<file path="src/rtl/team_06_dac_spi_tx.sv">
`default_nettype none
// ============================================================================
// team_06_dac_spi_tx : one-sample holding buffer feeding a 16-bit SPI write
// frame {CFG, sample, 4'b0} to an MCP4901-style 8-bit DAC.   Rev 1.0
// ============================================================================
module team_06_dac_spi_tx #(
    parameter int         CLK_DIV = 4,
    parameter int         CS_GAP  = 4,
    parameter logic [3:0] CFG     = 4'b0011
) (
    input  logic       clk,
    input  logic       nrst,
    input  logic [7:0] sample_in,
    input  logic       sample_valid,
    output logic       sample_ready,
    output logic       dac_cs_n,
    output logic       dac_sclk,
    output logic       dac_mosi,
    output logic       busy,
    output logic       frame_done
);
    // One counter times the SCLK half-periods, the HOLD phase and the CS gap.
    localparam int CNT_MAX = (CLK_DIV > CS_GAP) ? CLK_DIV : CS_GAP;
    localparam int CNT_W   = (CNT_MAX > 1) ? $clog2(CNT_MAX) : 1;
    localparam logic [CNT_W-1:0] DIV_LAST = CNT_W'(CLK_DIV - 1);
    localparam logic [CNT_W-1:0] GAP_LAST = CNT_W'(CS_GAP - 1);

    localparam logic [2:0] S_IDLE  = 3'd0;
    localparam logic [2:0] S_SETUP = 3'd1;
    localparam logic [2:0] S_SHIFT = 3'd2;
    localparam logic [2:0] S_HOLD  = 3'd3;
    localparam logic [2:0] S_GAP   = 3'd4;

    logic [2:0]       state;
    logic [7:0]       buf_data;
    logic             buf_full;
    logic [15:0]      shift_reg;
    logic [3:0]       bit_cnt;
    logic [CNT_W-1:0] cnt;
    logic             div_end;
    logic             gap_end;

    assign div_end      = (cnt == DIV_LAST);
    assign gap_end      = (cnt == GAP_LAST);
    assign sample_ready = ~buf_full;
    // The shift register drains to zero, so MOSI idles low without extra logic.
    assign dac_mosi     = shift_reg[15];

    always_ff @(posedge clk or negedge nrst) begin
        if (!nrst) begin
            buf_full <= 1'b0;
            buf_data <= 8'h00;
        end else if (!buf_full) begin
            if (sample_valid) begin
                buf_full <= 1'b1;
                buf_data <= sample_in;
            end
        end else if (state == S_IDLE) begin
            buf_full <= 1'b0;
        end
    end

    always_ff @(posedge clk or negedge nrst) begin
        if (!nrst) begin
            state      <= S_IDLE;
            shift_reg  <= 16'h0000;
            bit_cnt    <= 4'd0;
            cnt        <= '0;
            dac_cs_n   <= 1'b1;
            dac_sclk   <= 1'b0;
            busy       <= 1'b0;
            frame_done <= 1'b0;
        end else begin
            frame_done <= 1'b0;
            case (state)
                S_IDLE: begin
                    if (buf_full) begin
                        shift_reg <= {CFG, buf_data, 4'b0000};
                        dac_cs_n  <= 1'b0;
                        busy      <= 1'b1;
                        cnt       <= '0;
                        bit_cnt   <= 4'd0;
                        state     <= S_SETUP;
                    end
                end
                S_SETUP: begin
                    if (div_end) begin
                        cnt   <= '0;
                        state <= S_SHIFT;
                    end else begin
                        cnt <= cnt + 1'b1;
                    end
                end
                S_SHIFT: begin
                    if (!div_end) begin
                        cnt <= cnt + 1'b1;
                    end else begin
                        cnt      <= '0;
                        dac_sclk <= ~dac_sclk;
                        // End of a high phase: the DAC has latched this bit.
                        if (dac_sclk) begin
                            shift_reg <= {shift_reg[14:0], 1'b0};
                            bit_cnt   <= bit_cnt + 1'b1;
                            if (bit_cnt == 4'd15) begin
                                state <= S_HOLD;
                            end
                        end
                    end
                end
                S_HOLD: begin
                    if (div_end) begin
                        cnt        <= '0;
                        dac_cs_n   <= 1'b1;
                        frame_done <= 1'b1;
                        state      <= S_GAP;
                    end else begin
                        cnt <= cnt + 1'b1;
                    end
                end
                S_GAP: begin
                    if (gap_end) begin
                        cnt   <= '0;
                        busy  <= 1'b0;
                        state <= S_IDLE;
                    end else begin
                        cnt <= cnt + 1'b1;
                    end
                end
                default: begin
                    state     <= S_IDLE;
                    shift_reg <= 16'h0000;
                    cnt       <= '0;
                    dac_cs_n  <= 1'b1;
                    dac_sclk  <= 1'b0;
                    busy      <= 1'b0;
                end
            endcase
        end
    end
endmodule
`default_nettype wire

</file>
<file path="config.mk">
export PLATFORM = sky130hd
export DESIGN_NAME = team_06_dac_spi_tx
export DESIGN_NICKNAME = d
export VERILOG_FILES = /design/src/rtl/team_06_dac_spi_tx.sv
export SDC_FILE = /design/constraint.sdc
export NUM_CORES = 1
export LEC_CHECK = 0
export CORE_ASPECT_RATIO = 2
export CORE_MARGIN = 5
export CORE_UTILIZATION = 60
export CTS_BUF_LIST = sky130_fd_sc_hd__clkbuf_8
export DETAILED_ROUTE_END_ITERATION = 6
export GPL_TIMING_DRIVEN = 0
export PLACE_DENSITY_LB_ADDON = 0.05
export SYNTH_ARGS = -nofsm -noshare
export SYNTH_HDL_FRONTEND = slang
export SYNTH_SLANG_ARGS = --single-unit
</file>
<file path="constraint.sdc">
create_clock -name clk -period 2.87 [get_ports clk]
set_input_delay 0.7175 -clock clk [delete_from_list [all_inputs] [get_ports clk]]
set_output_delay 0.7175 -clock clk [all_outputs]
set_load 0.02 [all_outputs]
</file>
Word-level counts from Yosys, hierarchy flattened
Cells that the tools add are included.
{"block": "totals", "ff_bits": 38, "latchBits": 0, "romBits": 0, "wordCells": 77, "memories": 0, "mem_bits_rw": 0}
{"block": "op_classes", "bitwise_logic": 6, "magnitude_cmp": 0, "reduce_logical": 14, "n_shift": 0, "eq_ne": 13, "n_addsub": 2, "mux": 32, "mul": 0, "div": 0}
{"op": "two-way mux 16 bit", "n": 3}
{"op": "one-hot mux 16 bit (3 select lines)", "n": 1}
{"op": "two-way mux 3 bit", "n": 7}
{"op": "one-hot mux 3 bit (5 select lines)", "n": 1}
{"op": "inequality test 2 bit (second input constant)", "n": 7}
{"op": "two-way mux 4 bit", "n": 3}
{"op": "two-way mux 1 bit", "n": 10}
{"op": "OR reduction 3 bit", "n": 3}
{"op": "one-hot mux 4 bit (2 select lines)", "n": 1}
{"op": "AND reduction 4 bit", "n": 2}
{"op": "OR reduction 4 bit", "n": 2}
{"op": "AND reduction 7 bit", "n": 1}
{"op": "equality test 3 x 2 -> 1 bit (second input constant)", "n": 2}
{"op": "NOT 1 bit", "n": 6}
{"op": "one-hot mux 1 bit (3 select lines)", "n": 2}
{"op": "AND reduction 3 bit", "n": 2}
{"op": "adder 4 x 1 -> 4 bit (second input constant)", "n": 1}
{"op": "equality test 4 bit (second input constant)", "n": 1}
{"op": "two-way mux 2 bit", "n": 2}
{"op": "one-hot mux 2 bit (2 select lines)", "n": 1}
{"op": "AND reduction 2 bit", "n": 2}
{"op": "equality test 3 x 1 -> 1 bit (second input constant)", "n": 1}
{"op": "equality test 3 bit (second input constant)", "n": 1}
{"op": "logical NOT 3 bit", "n": 1}
{"op": "other kinds (4)", "n": 4}

Longest topological paths before layout
{"block": "depth", "depth_word": 5, "mapped_depth": 7, "ltp_nobuf": 5}

Worst setup path before layout
No wires, ideal clock.
{"block": "synth_path", "kind": "in2reg", "startpoint": "input sample_valid", "endpoint": "register buf_data[0]", "required_ns": 2.745, "cell_stages": 3, "n_path_buf": 1, "path_slack_ns": 1.406, "t_arrival_ns": 1.339, "path_cell_list": "nor2b_1 buf_2 mux2_2"}
{"block": "synth_between", "elab_chain_cells": 1}
{"item": "start, declared", "line_no": "14", "rtl": "input logic sample_valid,"}
{"item": "AND reduction 2 bit (no line)"}
{"item": "end signal, assigned", "line_no": "56", "rtl": "buf_data <= sample_in;"}
{"item": "end, declared", "line_no": "35", "rtl": "logic [7:0] buf_data;"}
Every way passes these cells.
A chain may end at the register's enable or synchronous reset.

Worst setup path in the final report
{"block": "layout_path", "startpoint": "register buf_full", "endpoint": "output sample_ready"}
{"block": "layout_between", "elab_chain_cells": 1}
{"item": "start, declared", "line_no": "36", "rtl": "logic buf_full;"}
{"item": "start signal, assigned", "line_no": "51", "rtl": "buf_full <= 1'b0;"}
{"item": "start signal, assigned", "line_no": "55", "rtl": "buf_full <= 1'b1;"}
{"item": "start signal, assigned", "line_no": "59", "rtl": "buf_full <= 1'b0;"}
{"item": "NOT 1 bit (no line)"}
{"item": "end, declared", "line_no": "15", "rtl": "output logic sample_ready,"}
Every way passes these cells.

==> impl_metrics.tcl <==
set metrics [dict create \
    p_sw_uw 784 \
    drt-wirelength-per-cell_um 16.5 \
    postRouteAntennaNets 0 \
    use_met3_pct 4.34 \
    gp_congestion 0.840 \
    grt_pass1_wl_mm 5.75 \
    cts_buffers 5 \
    fin_nets 183 \
    swShare_pct 38.7 \
    met2_usage_pct 37.2 \
    ir_worst_vdd_mv 0.696 \
    tightest_slew_ns 0.744 \
    critPathMaxFanout 7 \
    cp.required_ns 2.15 \
    synth-seq-cells 34 \
    core_um2 2540 \
    status "finished, final reports clean" \
    comb_power_share_pct 44.5 \
    slew_headroom_pct 50.4 \
    antenna_found_initial 0 \
    drtIter0Drc 14 \
    cts.htree.levels 2 \
    power_frac_clock_pct 15.9 \
    die_y_um 82.8 \
    largest_reg_flops 12 \
    boundaryPins 17 \
    ys_seq_area_share_pct 53.7 \
    met1_usage_pct 21.6 \
    clk_pin_slew_ns 0.06 \
    io_buffers 16 \
    busiest_layer "met2" \
    die_w_um 46.4 \
    fin_skew_ns 0.00406 \
    synth_fp_nets 160 \
    cp-end-kind "primary output" \
    p_seq_share_pct 39.6 \
    period_share_pct 76.7 \
    period_needed_ns 2.20 \
    track_usage_pct 21.1 \
    post_cts_resized 0 \
    cts_tree "built" \
    wirelength_mm 3.29 \
    rsz0062_at_grt "no" \
    areaGrowthSynthToFinish_pct 17.0 \
    viasPerCell 5.91 \
    power_leakage_uw 0.000839 \
    clk_latency_ns 0.29 \
    synth_flop_cell "dfrtp_1" \
    ctsHoldBuffers 0 \
    rows 26 \
    maxCapViolCount 0 \
    drc 0 \
    yosysWarnings 0 \
    grt_max_degree 35 \
    avgSynthCellArea_um2 10.8 \
    synth-edff-count 0 \
    synth_cell_types 36 \
    worst_ep_arrival_time_ns 1.48 \
    powerDensity_nw_per_um2 1090 \
    die_area_um2 3840 \
    cts-root-buf "clkbuf_8" \
    power.internal_uw 1240 \
    diodes 0 \
    final_util_pct 73.2 \
    initial_core_util_pct 62.6 \
    hold_viol_final 0 \
    setup_viol_count_final 0 \
    hold_path_class "in2async" \
    setup_tns_ns 0 \
    post-cts-setup-buffers 0 \
    grt_pass1_vias 1288 \
    layout-drive-gt1-share_pct 15.8 \
    clock-sinks 34 \
    vias 1176 \
    dp_hpwl_mm 2.39 \
    maxSlewViolCount 0 \
    synthArstFlopShare_pct 100 \
    syn_area_um2 1590 \
    max_freq_mhz 454 \
    criticalPathCategory "reg2out" \
    overflow 0 \
    syn-instance-count 147 \
    start_kind "flip-flop" \
    clockBufferDepth 2 \
    firstDrtPassIters 4 \
]
-- power by group through the flow --
stage,logic [µW],registers (µW),clock network (µW)
after global placement,864,793,0
after global routing,1020,826,344
after detailed placement,904,812,0
after floorplan,662,793,0
after CTS,913,804,331
final,902,804,323
-- path summary, 6_finish.rpt --
path                                 end  slack (ns)  cells after the start     startpoint
max                         sample_ready        0.67                      2       buf_full
min                             state[1]        0.49                      1           nrst
max reg2reg                 shift_reg[7]        1.25                      7         cnt[0]
min reg2reg                shift_reg[13]        0.49                      2  shift_reg[13]
max in group asynchronous    buf_data[5]        1.90                      1           nrst
min in group clk           shift_reg[13]        0.49                      2  shift_reg[13]
-- per-stage QoR --
step | hold slack, ns | cells | worst slack [ns] | cell area, µm² | total power, µW
3_5_place_dp | 0.476 | 191 | 0.843 | 1780 | 1720
5_1_grt | 0.526 | 199 | 0.624 | 1860 | 2190
4_1_cts | 0.491 | 199 | 0.661 | 1860 | 2050
2_1_floorplan | 0.422 | 147 | 1.41 | 1590 | 1450
3_3_place_gp | 0.464 | 191 | 0.468 | 1780 | 1660
6_report | 0.487 | 199 | 0.670 | 1860 | 2030
-- final cells by class --
type	instances	area, µm²
multi-input combinational	103	674
sequential	34	852
fill	193	679
inverter	2	7.51
buffer	8	53.8
tap	28	35.0
timing repair buffer	16	155
clock buffer	5	68.8
clock inverter	3	11.3
-- synth_stat cells (2+ instances only) --
| library cell | n | area [µm²] |
|---|---|---|
| dfrtp_1 | 33 | 826 |
| nand2_1 | 18 | 67.6 |
| o21ai_0 | 11 | 55.1 |
| mux2_2 | 8 | 90.1 |
| a21oi_1 | 7 | 35.0 |
| mux2i_1 | 7 | 70.1 |
| nor2_1 | 7 | 26.3 |
| o21ai_1 | 7 | 35.0 |
| nand2b_1 | 5 | 31.3 |
| buf_2 | 4 | 20.0 |
| nand3_1 | 4 | 20.0 |
| nand3b_1 | 4 | 30.0 |
| nor2b_1 | 3 | 18.8 |
| a22o_1 | 2 | 17.5 |
| and3_1 | 2 | 12.5 |
| buf_6 | 2 | 22.5 |
| ha_1 | 2 | 25.0 |
| inv_1 | 2 | 7.51 |
| or3_1 | 2 | 12.5 |
-- placed cells by master (no fill, tap or decap), drive strengths merged, types with 5 or more instances in the layout --
cell type	n
clkbuf	6
mux2	8
mux2i	7
a21oi	7
nand2	18
o21ai	19
nor2	8
dfrtp	33
buf	8
nand2b	5
clkdlybuf4s50	15
inv	5
-- worst max-delay path, stage by stage (launching register included) --
cell	delay, ns
dfrtp_1	0.44
inv_1	0.14
clkdlybuf4s50_1	0.62
-- per-layer routing --
layer	wire length [µm]	part of all wire [%]	vias to the layer above
met5	0	0	-
met4	78	2.4	0
met3	129	3.9	9
met2	1920	58	23
met1	1160	35	585
li1	-	-	559
-- kinds of logic after synthesis --
kind of cell    after synthesis  share of synthesized area [%]
simple gates                 51                           16.7
compound gates               34                           13.6
flops                        34                           53.7
mux                          15                           10.1
buf+inv                      10                           3.86
fa+ha+maj                     2                           1.58
xor+xnor                      1                          0.552
(Power assumes the default switching activity.)
